### src/rtl/spi_eeprom_responder.sv
// spi_eeprom_responder: SPI mode-0 responder emulating a 25-series EEPROM over an internal byte array
// with a back-door load port; all SPI pins are synchronised into the clk domain.
module spi_eeprom_responder #(
    parameter int DEPTH      = 64,
    parameter int ADDR_BYTES = 1
) (
    input  logic       clk,
    input  logic       rst_n,
    input  logic       spi_cs_n,
    input  logic       spi_sck,
    input  logic       spi_mosi,
    output logic       spi_miso,
    output logic       spi_miso_oe,
    output logic       busy,
    output logic       wel,
    input  logic       ld_valid,
    input  logic [7:0] ld_addr,
    input  logic [7:0] ld_data
);
    localparam int AW = $clog2(DEPTH);

    typedef enum logic [2:0] {IDLE, CMD, ADDR, READ, WRITE, STATUS, IGNORE} state_t;
    state_t state, state_d;

    logic [2:0]    cs_s, sck_s;
    logic [1:0]    mosi_s;
    logic [2:0]    bit_cnt;
    logic [7:0]    rx, tx;
    logic [AW-1:0] addr;
    logic          addr_cnt, op_write, wrote;
    logic [7:0]    mem [DEPTH];

    logic       cs_fall, cs_rise, sck_rise, sck_fall, byte_done, addr_last, load, spi_we;
    logic [7:0] rx_byte, load_byte;

    assign cs_fall   = cs_s[2] & ~cs_s[1];
    assign cs_rise   = ~cs_s[2] & cs_s[1];
    assign sck_rise  = ~sck_s[2] & sck_s[1];
    assign sck_fall  = sck_s[2] & ~sck_s[1];
    assign rx_byte   = {rx[6:0], mosi_s[1]};
    assign byte_done = (state != IDLE) && !cs_rise && !cs_fall && sck_rise && bit_cnt == 3'd7;
    assign addr_last = ADDR_BYTES == 1 || addr_cnt;
    // First fall of each data byte: reload the shifter (READ post-increments addr here)
    assign load      = (state == READ || state == STATUS) && !cs_rise && sck_fall && bit_cnt == 3'd0;
    assign load_byte = state == READ ? mem[addr] : {6'b0, wel, 1'b0};
    assign spi_we    = state == WRITE && byte_done && wel;

    always_ff @(posedge clk or negedge rst_n)
        if (!rst_n) state <= IDLE;
        else        state <= state_d;

    always_comb begin
        state_d = state;
        if (cs_rise)
            state_d = IDLE;
        else if (cs_fall)
            state_d = CMD;
        else if (byte_done && state == CMD)
            state_d = rx_byte == 8'h03 || rx_byte == 8'h02 ? ADDR :
                      rx_byte == 8'h05 ? STATUS : IGNORE;
        else if (byte_done && state == ADDR && addr_last)
            state_d = op_write ? WRITE : READ;
    end

    always_ff @(posedge clk or negedge rst_n) begin
        if (!rst_n) begin
            cs_s <= 3'b111;
            sck_s <= '0;
            mosi_s <= '0;
            bit_cnt <= '0;
            rx <= '0;
            tx <= '0;
            addr <= '0;
            addr_cnt <= 1'b0;
            op_write <= 1'b0;
            wrote <= 1'b0;
            spi_miso <= 1'b0;
            spi_miso_oe <= 1'b0;
            busy <= 1'b0;
            wel <= 1'b0;
        end else begin
            cs_s <= {cs_s[1:0], spi_cs_n};
            sck_s <= {sck_s[1:0], spi_sck};
            mosi_s <= {mosi_s[0], spi_mosi};
            if (cs_rise) begin
                bit_cnt <= '0;
                spi_miso_oe <= 1'b0;
                busy <= 1'b0;
                if (state == WRITE && wrote) wel <= 1'b0;
            end else if (cs_fall) begin
                bit_cnt <= '0;
                rx <= '0;
                busy <= 1'b1;
                addr_cnt <= 1'b0;
                wrote <= 1'b0;
            end else if (state != IDLE) begin
                if (sck_rise) begin
                    bit_cnt <= bit_cnt + 3'd1;
                    rx <= rx_byte;
                end
                if (byte_done && state == CMD) begin
                    op_write <= rx_byte == 8'h02;
                    wel <= rx_byte == 8'h06 ? 1'b1 : rx_byte == 8'h04 ? 1'b0 : wel;
                end
                if (byte_done && state == ADDR) begin
                    addr <= AW'(rx_byte);
                    addr_cnt <= ~addr_cnt;
                end
                if (byte_done && state == WRITE) begin
                    addr <= addr + 1'b1;
                    wrote <= 1'b1;
                end
                if (load) begin
                    tx <= load_byte;
                    spi_miso <= load_byte[7];
                    spi_miso_oe <= 1'b1;
                    if (state == READ) addr <= addr + 1'b1;
                end else if (sck_fall && spi_miso_oe) begin
                    tx <= {tx[6:0], 1'b0};
                    spi_miso <= tx[6];
                end
            end
        end
    end

    // SPI commit takes priority over a simultaneous back-door load
    always_ff @(posedge clk)
        if (spi_we)        mem[addr] <= rx_byte;
        else if (ld_valid) mem[AW'(ld_addr)] <= ld_data;
endmodule

### config.mk
export PLATFORM = sky130hd
export DESIGN_NAME = spi_eeprom_responder
export DESIGN_NICKNAME = d
export VERILOG_FILES = /design/src/rtl/spi_eeprom_responder.sv
export SDC_FILE = /design/constraint.sdc
export NUM_CORES = 1
export LEC_CHECK = 0
export CORE_MARGIN = 2
export CORE_UTILIZATION = 28
export CTS_BUF_LIST = sky130_fd_sc_hd__clkbuf_4
export DETAILED_ROUTE_END_ITERATION = 12
export SETUP_SLACK_MARGIN = 0.02
export SLEW_MARGIN = 0
export SYNTH_ARGS = -nofsm -noshare
export SYNTH_HDL_FRONTEND = slang
export SYNTH_SLANG_ARGS = --single-unit
### constraint.sdc
create_clock -name clk -period 3.35 [get_ports clk]
set_input_delay 0.335 -clock clk [delete_from_list [all_inputs] [get_ports clk]]
set_output_delay 0.335 -clock clk [all_outputs]
set_load 0.01 [all_outputs]
# Word-level counts from Yosys, hierarchy flattened
# Memories as Yosys holds them, arrays and structs flattened.
# Cells that the tools add are included.
# classes
eq_ne	13
bitwise_logic	10
n_reduce_logical	40
n_addsub	2
muxes	47
# ops
cell	count
$mux 7	5
$mux 3	10
$mux 6	5
$eq 8x3->1 const B	3
$mux 1	24
$eq 8x2->1 const B	2
$mux 8	2
$reduce_bool 2->1	8
$logic_and 1x1->1	13
$reduce_and 3->1	4
$reduce_bool 3->1	4
$eq 3x3->1 const B	3
$reduce_and 4->1	2
$reduce_or 8->1	1
$add 6x1->6 const B	1
$eq 3x2->1 const B	2
$not 1->1	6
$reduce_and 5->1	1
$and 1x1->1	4
$ne 2x1->1 const B	2
$reduce_bool 4->1	1
$add 3x1->3 const B	1
$eq 3x1->1 const B	1
$logic_not 3->1	1
other kinds (4)	6
# word_totals
mem_bits_rw	512
inputBits	22
output_inout_bits	4
word_cells	127
memories	1
ff_bits	40
# memory_table
name	depth	word_bits	rd	rd_ports_with_merged_regs	wr	line_no	rtl
mem	64	8	1	0	1	31	logic [7:0] mem [DEPTH];

# Logic depth before layout (Yosys ltp)
# logic_depth
depth_word	13
ltp_mapped	10
depth_no_buf	8

# Least setup slack after synthesis
# Ideal clock, no wire load.
# synth_timing
path_type	register to register
from	register cs_s[2]
to	memory mem[39][0], enable pin
setup_slack_ns	0.470
required_ns	2.980
synth_period_minus_slack_ns	2.880
stages_incl_launch_ff	11
t_arrival_ns	2.510
path_cell_list	dfstp_2 > inv_1 > ha_1 > clkbuf_1 > nor3b_1 > and4_1 > nand2_1 > nor3b_1 > a41oi_1 > clkbuf_1 > nor2_1
# synth_via
elab_chain_len	13
# synth_lines
item	line_no	rtl
start: declaration	25	logic [2:0] cs_s, sck_s;
start signal: assignment	82	cs_s <= {cs_s[1:0], spi_cs_n};
$not 1->1	37	assign cs_rise = ~cs_s[2] & cs_s[1];
$and 1x1->1	37	
$logic_not 1->1	41	assign byte_done = (state != IDLE) && !cs_rise && !cs_fall && sck_rise && bit_cnt == 3'd7;
$logic_and 1x1->1	41	
$logic_and 1x1->1 (*) (3 in a row)	41	
$logic_and 1x1->1 (*) (2 in a row)	46	assign spi_we = state == WRITE && byte_done && wel;
$mux 1	128	if (spi_we) mem[addr] <= rx_byte;
$mux 1 (not written as such)	129	else if (ld_valid) mem[AW'(ld_addr)] <= ld_data;
$reduce_or 8->1 (no source line)	-	
$mux 6 (no source line) or $mux 1 (tied branches)	-	
end: declaration	31	
# Every way passes the cells marked *; elsewhere a longest branch is shown, timed or not.

# Worst setup path in the final report
# layout_timing
from	register cs_s[1]
to	memory mem[59][4], enable pin
# layout_via
elab_chain_len	12
# layout_lines
item	line_no
$and 1x1->1 or $not 1->1 (tied branches)	37, 36
$logic_not 1->1 or $and 1x1->1 (tied branches)	41, 36
$logic_and 1x1->1 or $logic_not 1->1 (tied branches)	41
$logic_and 1x1->1 (*) (3 in a row)	41
$logic_and 1x1->1 (*) (2 in a row)	46
$mux 1	128
$mux 1 (not written as such)	129
$reduce_or 8->1 (no source line)	-
$mux 6 (no source line) or $mux 1 (tied branches)	-
# Marks and branches as above.

==> flow_summary_export.csv <==
group,metric,value,unit
run_status,run_status,"complete, no violations",
timing,rsz0062_at_grt,"no",
final_layout,multi_input_area,0.00562,mm2
logic_synthesis,yosys.cell_types.count,61,
timing,fmax,318,MHz
critical_path,cp-end-kind,"flip-flop",
timing,finClkSkew,0.0647,ns
drt,via_per_inst,4.85,
drt,ant_nets,0,
floorplanning,dieWidth,286,um
grt,busiest_layer,"met2",
grt,grtUsageMet2,0.214,
clock_tree,cts_made_buffers,141,
worst_hold_path,worstHoldPathType,"reg2reg",
final_layout,final-seq-area,0.0164,mm2
timing,worst_pin_slew,0.915,ns
final_layout,layout-drive-gt1-share,0.316,
critical_path,worst-path-max-fanout,8,
critical_path,worst_setup_path_start_kind,"flip-flop",
critical_path,path_depth,9,
clock_tree,clock_latency,0.96,ns
grt,grtUsageTotal,0.134,
floorplanning,io_pins,26,
logic_synthesis,avgSynthCellArea,18.1,um2
logic_synthesis,syn-num-nets,1257,
placement,gp_congestion,0.824,
clock_tree,cts_tree,"yes",
drt,drtIter0Drc,1216,
drt,drc,0,
logic_synthesis,yosys_warnings,0,
timing,relSlewSlack,0.388,
drt,firstDrtPassIters,5,
timing,final.min_clock_period,3.14,ns
logic_synthesis,yosys-top-cells-area,"edfxtp_1 69%, mux4_2 10%, dfrtp_1 4.2%",
clock_tree,cts_max_path_buffers,3,
clock_tree,cts_max_level,4,
grt,use_met1,0.171,
floorplanning,initial_core_util,0.282,
clock_tree,clk_pin_slew,0.06,ns
timing,setup_viol,0,
floorplanning,rows,103,
drt,vias,12500,
final_layout,final_nets,1463,
critical_path,critPathCapture,"mem[59][4]$_DFFE_PP_",
grt,overflow,0,
logic_synthesis,yosys.cell_count.top_type,"edfxtp_1",
grt,grt_start_max_net_pins,65,
placement,dp_slack,-0.0317,ns
power_and_ir_drop,power_density,630,mW/mm2
critical_path,crit_top_cell,"nor2_1",
worst_hold_path,hp-start,"sck_s[0]$_DFF_PN0_",
critical_path,arrival,3.70,ns
critical_path,rr_worst_depth,9,
critical_path,worst-endpoint-required,3.91,ns
power_and_ir_drop,power,16.6,mW
clock_tree,cts.sinks,552,
clock_tree,root_buffer,"clkbuf_4",
critical_path,path_delay_family,"simple AND/OR/NAND/NOR gates",
logic_synthesis,synth_area,0.0222,mm2
power_and_ir_drop,ir_drop,0.000298,V
critical_path,critical_path_class,"reg2reg",
final_layout,fillCellCount,7553,
final_layout,area_growth,18.4,%
flow_run,cap_violations,0,
logic_synthesis,synth-edff-count,512,
grt,use_met3,0.0446,
logic_synthesis,synthArstFlopShare,0.0725,
final_layout,fin_cells,2583,
placement,dp_hpwl,32400,um
logic_synthesis,synth_seq_area_share,0.736,
critical_path,path_cells,"inv_1 -> ha_1 -> nor3b_2 -> and4_2 -> nand2_1 -> buf_4 -> nor2_1 -> a41oi_4 -> nor2_1",
logic_synthesis,synthTopCellsByCount,"512 x edfxtp_1, 101 x mux4_2, 89 x nor2_1",
critical_path,path_buf_inv,2,
floorplanning,dieArea,0.0817,mm2
floorplanning,core_area,0.0789,mm2
timing,hold_viol,0,
timing,setup_slack,0.208,ns
timing,fin_hold_ws,0.350,ns
placement,placed_cells,2334,
placement,port_buffers,23,
grt,antenna_found_initial,6,
critical_path,regToRegSetupSlack,0.21,ns
critical_path,rr_endpoint,"mem[59][4]$_DFFE_PP_",
logic_synthesis,yosys.area.top_type_share,0.691,
drt,routedWlPerCell,20.9,um
drt,wirelength,54100,um
critical_path,slowest_stage,"nor2_1",
power_and_ir_drop,leakagePower,8.95,nW
floorplanning,dieHeight,286,um
grt,grt_pass1_wl,80800,um
critical_path,cpPeakStageDelay,0.66,ns
timing,min_period_over_period,0.938,
logic_synthesis,yosysTopAreaCell,"edfxtp_1",
logic_synthesis,syn_inst,1229,
logic_synthesis,ys_ff_latch,552,
critical_path,crit_start,"cs_s[1]$_DFF_PN1_",
logic_synthesis,ys.flop_type,"edfxtp_1",
grt,grt_pass1_vias,13000,
critical_path,crit-reg2reg-launch,"cs_s[1]$_DFF_PN1_",
timing,slew_viol_final,0,
final_layout,final_util,0.334,
[metrics by stage]
step                area [um2]  setup TNS (ns)
floorplan                22200               0
global placement         24400               0
detailed placement       24400          -0.251
CTS                      26200               0
global route             26300               0
finish                   26300               0
[layer usage]
layer	vias up	share of wire
met5	-	0.00098
met4	8	0.017
met3	80	0.080
met2	505	0.48
met1	6435	0.42
li1	5512	-
[flip-flops by register name, indices dropped and copies added, names as in the netlist, 2 cells and up]
signal / flops
bit_cnt: 3
mem: 512
rx: 7
tx: 7
state: 3
addr: 6
mosi_s: 2
sck_s: 3
cs_s: 3
[logic make-up (layout without fill, tap and decap cells)]
| logic type | after synthesis | in the layout | synth area share |
|---|---|---|---|
| DFF | 552 | 552 | 0.736 |
| AOI/OAI and AO/OA | 175 | 175 | 0.0525 |
| other | 0 | 3 | 0 |
| adders and majority gates | 6 | 6 | 0.00338 |
| buffers and inverters | 83 | 384 | 0.0164 |
| xor gates and xnor gates | 1 | 1 | 0.000394 |
| and+or+nand+nor | 222 | 222 | 0.0471 |
| muxes | 190 | 190 | 0.144 |
[layout by cell type, fill, tap and decap left out, types with 13 or more instances in the layout]
cell type	count
mux4_2	101
nor2_2	15
nor2_1	71
clkbuf_4	199
a21oi_1	18
nand2_1	44
edfxtp_1	512
nor3_1	19
nand3_1	17
mux2_2	26
nor2b_1	13
o21ai_0	32
clkdlybuf4s50_1	22
o22ai_1	20
a211oi_1	17
a31oi_1	26
mux2i_1	63
buf_4	95
dfrtp_1	34
clkinv_1	25
[power breakdown]
part / internal [mW] / switching, mW
sequential: 7.87 / 0.225
clock: 3.11 / 2.63
combinational: 1.04 / 1.73
[timing repair]
action,CTS,global route
endpoints found under the hold margin,43,0
pin swaps,0,1
resized for setup,11,18
hold buffers,6,0
setup endpoints to repair,118,784
setup buffers,0,2
[worst reg2reg max path, cell delays in order, from the launching register on]
cell	delay [ns]
dfstp_2	0.55
inv_1	0.05
ha_1	0.22
nor3b_2	0.27
and4_2	0.34
nand2_1	0.18
buf_4	0.20
nor2_1	0.18
a41oi_4	0.12
nor2_1	0.66
[area by class of cell]
class / instances / area share
Antenna cell: 3 / 0.000285
Clock buffer: 199 / 0.0567
Clock inverter: 39 / 0.0110
Inverter: 12 / 0.00171
Multi-Input combinational cell: 594 / 0.214
Sequential cell: 552 / 0.622
Tap cell: 1050 / 0.0499
Timing Repair Buffer: 134 / 0.0446
[worst min path at each step]
stage / to / slack (ns) / depth (start not counted)
finish: sck_s[1]$_DFF_PN0_ / 0.35 / 0
global route: cs_s[0]$_DFF_PN1_ / 0.28 / 2
detailed placement: mosi_s[1]$_DFF_PN0_ / 0.34 / 0
floorplan: addr[0]$_DFFE_PN0P_ / 0.04 / 0
CTS: cs_s[0]$_DFF_PN1_ / 0.25 / 2
global placement: sck_s[1]$_DFF_PN0_ / 0.34 / 0
No activity file was read; power rests on OpenSTA's default activity.
